`config.mk`:
```
export PLATFORM = sky130hd
export DESIGN_NAME = fp32_mul_core_flat
export DESIGN_NICKNAME = d
export VERILOG_FILES = /design/src/rtl/fp32_mul_core_if.sv /design/src/rtl/fp32_mul_core.sv /design/src/flat_wrapper.sv
export SDC_FILE = /design/constraint.sdc
export NUM_CORES = 1
export LEC_CHECK = 0
export CAP_MARGIN = 20
export CELL_PAD_IN_SITES_DETAIL_PLACEMENT = 1
export CELL_PAD_IN_SITES_GLOBAL_PLACEMENT = 2
export CORE_ASPECT_RATIO = 1.5
export CORE_MARGIN = 4
export CORE_UTILIZATION = 35
export DETAILED_ROUTE_END_ITERATION = 8
export GPL_TIMING_DRIVEN = 0
export PLACE_DENSITY_LB_ADDON = 0.1
export SLEW_MARGIN = 30
export SYNTH_ARGS = -nofsm -noshare
export SYNTH_HDL_FRONTEND = slang
export SYNTH_SLANG_ARGS = --single-unit
```
`constraint.sdc`:
```
create_clock -name clk -period 5.2 [get_ports clk]
set_clock_uncertainty 0.1 [all_clocks]
set_input_delay 1.3 -clock clk [delete_from_list [all_inputs] [get_ports clk]]
set_output_delay 1.3 -clock clk [all_outputs]
set_load 0.01 [all_outputs]
```
`src/rtl/fp32_mul_core_if.sv`:
```
// Handshake and operand/result bundle between the FP32 unpack stage, the
// multiplier core and the result consumer.
interface fp32_mul_core_if;
    logic        in_valid;
    logic        in_ready;
    logic        sign_a;
    logic [7:0]  exponent_a;
    logic [22:0] fraction_a;
    logic        sign_b;
    logic [7:0]  exponent_b;
    logic [22:0] fraction_b;
    logic        out_valid;
    logic        out_ready;
    logic [31:0] output_z;

    modport master (
        output in_valid, sign_a, exponent_a, fraction_a,
        output sign_b, exponent_b, fraction_b, out_ready,
        input  in_ready, out_valid, output_z
    );

    modport slave (
        input  in_valid, sign_a, exponent_a, fraction_a,
        input  sign_b, exponent_b, fraction_b, out_ready,
        output in_ready, out_valid, output_z
    );
endinterface

```
`src/rtl/fp32_mul_core.sv`:
```
// Iterative FP32 multiplier: 24-cycle shift-add mantissa product, normalize,
// round-to-nearest-even and pack. One operation in flight, DAZ/FTZ.
module fp32_mul_core (
    input  logic             clk,
    input  logic             rst,
    fp32_mul_core_if.slave   bus
);
    typedef enum logic [2:0] {
        IDLE  = 3'd0,
        MULT  = 3'd1,
        NORM  = 3'd2,
        ROUND = 3'd3,
        DONE  = 3'd4
    } state_t;

    function automatic logic is_nan(input logic [7:0] e, input logic [22:0] f);
        return (e == 8'hFF) && (f != 23'd0);
    endfunction

    function automatic logic is_inf(input logic [7:0] e, input logic [22:0] f);
        return (e == 8'hFF) && (f == 23'd0);
    endfunction

    function automatic logic is_zero(input logic [7:0] e);
        return (e == 8'h00);
    endfunction

    state_t             state_r, next_state_s;
    logic               sign_r;
    logic signed [9:0]  exp_r;
    logic        [47:0] mcand_r;
    logic        [23:0] mplier_r;
    logic        [47:0] acc_r;
    logic        [4:0]  cnt_r;
    logic        [22:0] mant_r;
    logic               guard_r, sticky_r;
    logic        [31:0] z_r;
    logic               in_ready_r, out_valid_r;
    logic               in_ready_s, out_valid_s;

    logic               accept_s, special_s, sign_s;
    logic               nan_a_s, inf_a_s, zero_a_s, nan_b_s, inf_b_s, zero_b_s;
    logic        [31:0] special_z_s;
    logic               round_up_s;
    logic        [23:0] mant_sum_s;
    logic signed [9:0]  exp_rnd_s;
    logic        [31:0] pack_z_s;

    assign accept_s = bus.in_valid && (state_r == IDLE);
    assign sign_s   = bus.sign_a ^ bus.sign_b;
    assign nan_a_s  = is_nan(bus.exponent_a, bus.fraction_a);
    assign inf_a_s  = is_inf(bus.exponent_a, bus.fraction_a);
    assign zero_a_s = is_zero(bus.exponent_a);
    assign nan_b_s  = is_nan(bus.exponent_b, bus.fraction_b);
    assign inf_b_s  = is_inf(bus.exponent_b, bus.fraction_b);
    assign zero_b_s = is_zero(bus.exponent_b);
    assign special_s = nan_a_s | inf_a_s | zero_a_s | nan_b_s | inf_b_s | zero_b_s;

    // Special-operand result, priority NaN/invalid > Inf > zero
    always_comb begin
        if (nan_a_s || nan_b_s || (inf_a_s && zero_b_s) || (inf_b_s && zero_a_s)) begin
            special_z_s = 32'h7FC0_0000;
        end else if (inf_a_s || inf_b_s) begin
            special_z_s = {sign_s, 8'hFF, 23'd0};
        end else begin
            special_z_s = {sign_s, 31'd0};
        end
    end

    // Round-to-nearest-even and pack with overflow to Inf / flush to zero
    always_comb begin
        round_up_s = guard_r && (sticky_r || mant_r[0]);
        mant_sum_s = {1'b0, mant_r} + {23'd0, round_up_s};
        exp_rnd_s  = exp_r + $signed({9'd0, mant_sum_s[23]});
        if (exp_rnd_s >= 10'sd255) begin
            pack_z_s = {sign_r, 8'hFF, 23'd0};
        end else if (exp_rnd_s <= 10'sd0) begin
            pack_z_s = {sign_r, 31'd0};
        end else begin
            pack_z_s = {sign_r, exp_rnd_s[7:0], mant_sum_s[22:0]};
        end
    end

    // State register
    always_ff @(posedge clk or negedge rst) begin
        if (!rst) begin
            state_r <= IDLE;
        end else begin
            state_r <= next_state_s;
        end
    end

    // Next-state logic
    always_comb begin
        next_state_s = state_r;
        case (state_r)
            IDLE: begin
                if (accept_s) begin
                    next_state_s = special_s ? DONE : MULT;
                end else begin
                    next_state_s = IDLE;
                end
            end
            MULT: begin
                if (cnt_r == 5'd23) begin
                    next_state_s = NORM;
                end else begin
                    next_state_s = MULT;
                end
            end
            NORM:  next_state_s = ROUND;
            ROUND: next_state_s = DONE;
            DONE: begin
                if (out_valid_r && bus.out_ready) begin
                    next_state_s = IDLE;
                end else begin
                    next_state_s = DONE;
                end
            end
            default: next_state_s = IDLE;
        endcase
    end

    // Handshake outputs; out_valid follows DONE by one cycle and drops on handshake
    always_comb begin
        in_ready_s  = (next_state_s == IDLE);
        out_valid_s = (state_r == DONE) && !(out_valid_r && bus.out_ready);
    end

    // Registered handshake outputs
    always_ff @(posedge clk or negedge rst) begin
        if (!rst) begin
            in_ready_r  <= 1'b1;
            out_valid_r <= 1'b0;
        end else begin
            in_ready_r  <= in_ready_s;
            out_valid_r <= out_valid_s;
        end
    end

    // Datapath: operand latch, shift-add multiply, normalize, round/pack
    always_ff @(posedge clk or negedge rst) begin
        if (!rst) begin
            sign_r   <= 1'b0;
            exp_r    <= 10'sd0;
            mcand_r  <= 48'd0;
            mplier_r <= 24'd0;
            acc_r    <= 48'd0;
            cnt_r    <= 5'd0;
            mant_r   <= 23'd0;
            guard_r  <= 1'b0;
            sticky_r <= 1'b0;
            z_r      <= 32'd0;
        end else begin
            case (state_r)
                IDLE: begin
                    if (accept_s) begin
                        sign_r <= sign_s;
                        if (special_s) begin
                            z_r <= special_z_s;
                        end else begin
                            exp_r    <= $signed({2'b00, bus.exponent_a} + {2'b00, bus.exponent_b} - 10'd127);
                            mcand_r  <= {24'd0, 1'b1, bus.fraction_a};
                            mplier_r <= {1'b1, bus.fraction_b};
                            acc_r    <= 48'd0;
                            cnt_r    <= 5'd0;
                        end
                    end
                end
                MULT: begin
                    if (mplier_r[0]) begin
                        acc_r <= acc_r + mcand_r;
                    end
                    mcand_r  <= {mcand_r[46:0], 1'b0};
                    mplier_r <= {1'b0, mplier_r[23:1]};
                    cnt_r    <= (cnt_r == 5'd23) ? 5'd0 : cnt_r + 5'd1;
                end
                NORM: begin
                    if (acc_r[47]) begin
                        mant_r   <= acc_r[46:24];
                        guard_r  <= acc_r[23];
                        sticky_r <= |acc_r[22:0];
                        exp_r    <= exp_r + 10'sd1;
                    end else begin
                        mant_r   <= acc_r[45:23];
                        guard_r  <= acc_r[22];
                        sticky_r <= |acc_r[21:0];
                    end
                end
                ROUND: begin
                    z_r <= pack_z_s;
                end
                default: begin
                end
            endcase
        end
    end

    assign bus.in_ready  = in_ready_r;
    assign bus.out_valid = out_valid_r;
    assign bus.output_z  = z_r;
endmodule

```
`src/flat_wrapper.sv`:
```
// flat-port wrapper written by rule: the top's interface ports become plain ports
module fp32_mul_core_flat 
  (clk, rst, bus_in_valid, bus_sign_a, bus_exponent_a, bus_fraction_a, bus_sign_b, bus_exponent_b, bus_fraction_b, bus_out_ready, bus_in_ready, bus_out_valid, bus_output_z);
  fp32_mul_core_if bus_i ();
  input  logic clk;
  input  logic rst;
  input wire logic [$bits(bus_i.in_valid)-1:0] bus_in_valid;
  input wire logic [$bits(bus_i.sign_a)-1:0] bus_sign_a;
  input wire logic [$bits(bus_i.exponent_a)-1:0] bus_exponent_a;
  input wire logic [$bits(bus_i.fraction_a)-1:0] bus_fraction_a;
  input wire logic [$bits(bus_i.sign_b)-1:0] bus_sign_b;
  input wire logic [$bits(bus_i.exponent_b)-1:0] bus_exponent_b;
  input wire logic [$bits(bus_i.fraction_b)-1:0] bus_fraction_b;
  input wire logic [$bits(bus_i.out_ready)-1:0] bus_out_ready;
  output wire logic [$bits(bus_i.in_ready)-1:0] bus_in_ready;
  output wire logic [$bits(bus_i.out_valid)-1:0] bus_out_valid;
  output wire logic [$bits(bus_i.output_z)-1:0] bus_output_z;
  assign bus_i.in_valid = bus_in_valid;
  assign bus_i.sign_a = bus_sign_a;
  assign bus_i.exponent_a = bus_exponent_a;
  assign bus_i.fraction_a = bus_fraction_a;
  assign bus_i.sign_b = bus_sign_b;
  assign bus_i.exponent_b = bus_exponent_b;
  assign bus_i.fraction_b = bus_fraction_b;
  assign bus_i.out_ready = bus_out_ready;
  assign bus_in_ready = bus_i.in_ready;
  assign bus_out_valid = bus_i.out_valid;
  assign bus_output_z = bus_i.output_z;
  fp32_mul_core u_core (.clk(clk), .rst(rst), .bus(bus_i));
endmodule
```
# Word-level counts from Yosys, hierarchy flattened
# Index checks and enable logic that the tools add are counted.
# Widths: inputs -> output; s select.
[word_totals]
regBits = 198
out_inout_bits = 34
in_bits = 68
[classes]
n_reduce_logical = 34
mux = 33
n_eq_ne = 12
n_bitwise = 6
add_sub_neg = 7
order_cmp = 2
[op_table]
columns = ["operator", "n"]
rows = [
  ["$mux 48", 5],
  ["$pmux 48 s2", 2],
  ["$mux 32", 3],
  ["$mux 31", 3],
  ["$pmux 32 s2", 1],
  ["$add 48x48->48", 1],
  ["$mux 24", 2],
  ["$pmux 24 s2", 1],
  ["$logic_not 23->1", 2],
  ["$reduce_bool 23->1", 2],
  ["$mux 10", 3],
  ["$add 23x1->24", 1],
  ["$mux 23", 1],
  ["$reduce_or 23->1", 1],
  ["$reduce_or 22->1", 1],
  ["$pmux 10 s2", 1],
  ["$eq 8x8->1 const B", 2],
  ["$logic_not 8->1", 2],
  ["$mux 5", 3],
  ["$pmux 3 s5", 1],
  ["$add 10x2->10", 1],
  ["$add 10x2->10 const B", 1],
  ["$ge 10x9->1 const B", 1],
  ["$le 10x1->1 const B", 1],
  ["other kinds (23)", 52],
]

# Logic depth before layout (Yosys ltp)
[logic_depth]
word_depth = 11
ltp_mapped = 19

# Least setup slack after synthesis
# Ideal clock, no wire load.
[synth_timing]
path_type = "flip-flop to flip-flop"
startpoint = "register u_core.mant_r[0]"
endpoint = "register u_core.z_r[10] (netlist: u_core.bus.output_z[10])"
synth_period_minus_slack_ps = 3863
arrival_time_ps = 3630
stages_incl_launch_ff = 18
setup_ps = 133
path_slack_ps = 1337
path_cell_list = "dfrtp_1 o21a_1 ha_1 nand2_1 nor2_1 nand3_1 nor3_1 nand3_1 nor3_1 ha_1 ha_1 nand3_1 xnor2_1 or4_1 o41a_1 nand2b_1 clkbuf_1 o21ai_0"
[synth_between]
elab_chain_cells = 8
elab_cells_between_ends = 9
[synth_rtl]
columns = ["element", "line_no", "rtl"]
rows = [
  ["start: declaration", "fp32_mul_core.sv:35", "logic [22:0] mant_r;"],
  ["start signal: assignment", "fp32_mul_core.sv:180", "mant_r <= acc_r[46:24];"],
  ["start signal: assignment", "fp32_mul_core.sv:185", "mant_r <= acc_r[45:23];"],
  ["$logic_or 1x1->1", "fp32_mul_core.sv:72", "round_up_s = guard_r && (sticky_r || mant_r[0]);"],
  ["$logic_and 1x1->1", "fp32_mul_core.sv:72", ""],
  ["$add 23x1->24 (*)", "fp32_mul_core.sv:73", "mant_sum_s = {1'b0, mant_r} + {23'd0, round_up_s};"],
  ["$add 10x2->10", "fp32_mul_core.sv:74", "exp_rnd_s = exp_r + $signed({9'd0, mant_sum_s[23]});"],
  ["$le 10x1->1", "fp32_mul_core.sv:77", "end else if (exp_rnd_s <= 10'sd0) begin"],
  ["$mux 31", "fp32_mul_core.sv:77", ""],
  ["$mux 31 (*)", "fp32_mul_core.sv:75", "if (exp_rnd_s >= 10'sd255) begin"],
  ["$pmux 32 s2 (*)", "fp32_mul_core.sv:155", "case (state_r)"],
  ["end signal: assignment", "fp32_mul_core.sv:160", "z_r <= special_z_s;"],
  ["end signal: assignment", "fp32_mul_core.sv:191", "z_r <= pack_z_s;"],
  ["end: declaration", "fp32_mul_core.sv:37", "logic [31:0] z_r;"],
]
# Every way passes the cells marked *; elsewhere a longest branch is shown, timed or not.
# A chain may end at the register's enable or synchronous reset.

# Worst setup path in the final report
[layout_timing]
startpoint = "register u_core.sticky_r"
endpoint = "register u_core.z_r[20] (netlist: u_core.bus.output_z[20])"
[layout_between]
elab_chain_cells = 8
elab_cells_between_ends = 9
[layout_rtl]
columns = ["element", "line_no", "rtl"]
rows = [
  ["start: declaration", "fp32_mul_core.sv:36", "logic guard_r, sticky_r;"],
  ["start signal: assignment", "fp32_mul_core.sv:182", "sticky_r <= |acc_r[22:0];"],
  ["start signal: assignment", "fp32_mul_core.sv:187", "sticky_r <= |acc_r[21:0];"],
  ["$logic_or 1x1->1 (*)", "fp32_mul_core.sv:72", ""],
  ["$logic_and 1x1->1 (*)", "fp32_mul_core.sv:72", ""],
  ["$add 23x1->24 (*)", "fp32_mul_core.sv:73", ""],
  ["$add 10x2->10", "fp32_mul_core.sv:74", ""],
  ["$le 10x1->1", "fp32_mul_core.sv:77", ""],
  ["$mux 31", "fp32_mul_core.sv:77", ""],
  ["$mux 31 (*)", "fp32_mul_core.sv:75", ""],
  ["$pmux 32 s2 (*)", "fp32_mul_core.sv:155", ""],
]
# Marked as above.

==> flow_metrics.tcl <==
set metrics [dict create \
    status "finished, final reports clean" \
    area_growth_pct 18.5 \
    grt_pass1_vias 11300 \
    maxSlewViolCount 0 \
    layout_min_cycle_time_ns 4.73 \
    cts.path.max_buffers 2 \
    die_w_microns 159 \
    relSlewSlack 0.311 \
    worstPathRequired_ns 5.44 \
    track_usage 0.214 \
    start_util 0.355 \
    viasPerCell 5.47 \
    dieArea_sq_um 37100 \
    rows 82 \
    drt-pass1-iter-count 4 \
    htree_levels 4 \
    yosys.area.top_type "dfrtp_1" \
    syn_nets 1531 \
    fin_nets 1653 \
    yosys_warnings 0 \
    ys_ff_latch 198 \
    clk_pin_slew_ns 0.08 \
    async_reset_ff_frac 1.00 \
    synth_area_per_cell_sq_um 8.52 \
    synth_common_cells "nand2_1, dfrtp_1, nor2_1" \
    holdWs_ns 0.379 \
    grt_max_degree 77 \
    synthTopCellsByArea "dfrtp_1, ha_1, nand2_1, o21ai_0, nor2_1" \
    rsz0062_at_grt "false" \
    crit_path_end_kind "flop" \
    synth_edf_count 0 \
    timing.final.crit_share 0.909 \
    port_buffers 101 \
    fmax_mhz 212 \
    syn_area_sq_um 11900 \
    hold_path_class "reg -> reg" \
    critPathLaunchType "flop" \
    synth_top_area_frac 0.414 \
    wl_per_cell_microns 19.8 \
    core_sq_um 33500 \
    fin_cells 1953 \
    cts_tree "done" \
    ys_seq_area_frac 0.416 \
    yosysMostFrequentCell "nand2_1" \
    diodes 0 \
    dp.cells 1921 \
    tightest_slew_ns 1.01 \
    drive_gt1_frac 0.0352 \
    power.density_nw_per_um2 662 \
    ios 102 \
    cts.repair.resized 0 \
    vias 10700 \
    clock-sinks 198 \
    drv_cap 0 \
    ys_types 68 \
    finalWeightedCongestion 0.853 \
    post-cts-setup-buffers 0 \
    grt_antenna_before_repair 0 \
    p_leak_uw 0.00612 \
    setup_viol 0 \
    ys.flop_type "dfrtp_1" \
    cts-hold-fix-buffers 0 \
    drc 0 \
    crit_path_max_fanout 10 \
    hpwl_mm 31.1 \
    fp.dieH_microns 234 \
    crit_arrival_ns 4.96 \
    peakVddDrop_v 0.000263 \
    gr-total-overflow 0 \
    syn_inst 1398 \
    numCtsBuffers 17 \
    clock_latency_ns 0.46 \
    clockRootBuffer "clkbuf_16" \
    drtIter0Drc 347 \
    grt_first_pass_wirelength_mm 61.7 \
    wl_mm 38.7 \
    worstSetupPathType "reg -> reg" \
    antenna_left 0 \
    hold_viol 0 \
    finalPower_uw 9350 \
]
[critical path, cell delays in order, from the launching register on]
cell	delay, ns
dfrtp_1	0.38
o21a_1	0.14
ha_1	0.19
nand2_1	0.08
nor2_1	0.18
nand3_1	0.23
nor3_1	0.33
nand3_1	0.27
nor3_2	0.34
ha_1	0.25
ha_1	0.19
nand3_1	0.14
xnor2_1	0.20
or4_1	0.41
o41a_1	0.44
nand2b_1	0.22
clkbuf_1	0.36
o21ai_0	0.15
[area by class of cell]
cell class | instances | area (sq um)
flip-flops and latches | 198 | 4960
clock buffers | 18 | 429
plain buffers | 70 | 269
multi-input cells | 1104 | 6600
clock inverters | 14 | 171
well taps | 420 | 526
fillers | 4000 | 19400
repair buffers | 103 | 1070
inverters | 26 | 97.6
[power breakdown]
| part | leakage, uW | internal (uW) | switching, uW |
|---|---|---|---|
| clock | 0.000293 | 725 | 663 |
| combinational | 0.00344 | 2010 | 3100 |
| sequential | 0.00238 | 2240 | 611 |
[per-stage QoR]
step	utilization	area (sq um)	TNS [ns]	setup slack (ns)
5_1_grt	0.421	14100	0	0.104
2_1_floorplan	-	11900	0	1.34
3_5_place_dp	0.403	13500	0	0.176
3_3_place_gp	0.401	13400	-1218.59	-6.20
4_1_cts	0.421	14100	0	0.174
6_report	0.421	14100	0	0.473
[kinds of logic (layout without fill, tap and decap cells)]
logic type,count (synthesis),count (layout),synth area share
flip-flops,198,198,0.416
multiplexers,30,30,0.0252
AO/OA/AOI/OAI,367,367,0.189
AND/OR/NAND/NOR,563,563,0.212
adder cells (fa/ha/maj),65,65,0.0695
buffers and inverters,96,231,0.0307
XOR/XNOR,79,79,0.0581
[per-layer routing]
metal | wire length, microns | GRT usage
met4 | 940 | 0.0702
met1 | 15400 | 0.239
met5 | 0 | 0
met2 | 21600 | 0.415
met3 | 651 | 0.0203
[cell usage in the layout (no fill, tap or decap), types with 33 or more instances in the layout]
cell type	Yosys	layout
ha_1	63	63
a21oi_1	77	77
nor2_1	159	159
nand2_1	204	204
xnor2_1	46	46
o21ai_0	129	129
xor2_1	33	33
clkbuf_1	59	59
nand3_1	87	87
o22ai_1	50	50
dfrtp_1	197	197
clkdlybuf4s50_1	0	100
[flip-flops by register name, summed over array words and instances (netlist names), 3 cells and up]
register and count:
u_core.mcand_r 48, u_core.exp_r 10, u_core.bus.output_z 32, u_core.cnt_r 5
u_core.state_r 3, u_core.mant_r 23, u_core.acc_r 48, u_core.mplier_r 24
[worst paths after layout]
check	from	endpoint	slack, ns	depth (start not counted)
max	u_core.sticky_r	u_core.bus.output_z[20]	0.47	17
min	u_core.bus.output_z[16]	u_core.bus.output_z[16]	0.38	2
max reg2reg	u_core.sticky_r	u_core.bus.output_z[20]	0.47	17
min reg2reg	u_core.bus.output_z[16]	u_core.bus.output_z[16]	0.38	2
max in group asynchronous	rst	u_core.bus.in_ready	3.18	3
min in group asynchronous	rst	u_core.bus.output_z[23]	0.72	1
(Power assumes the default switching activity.)
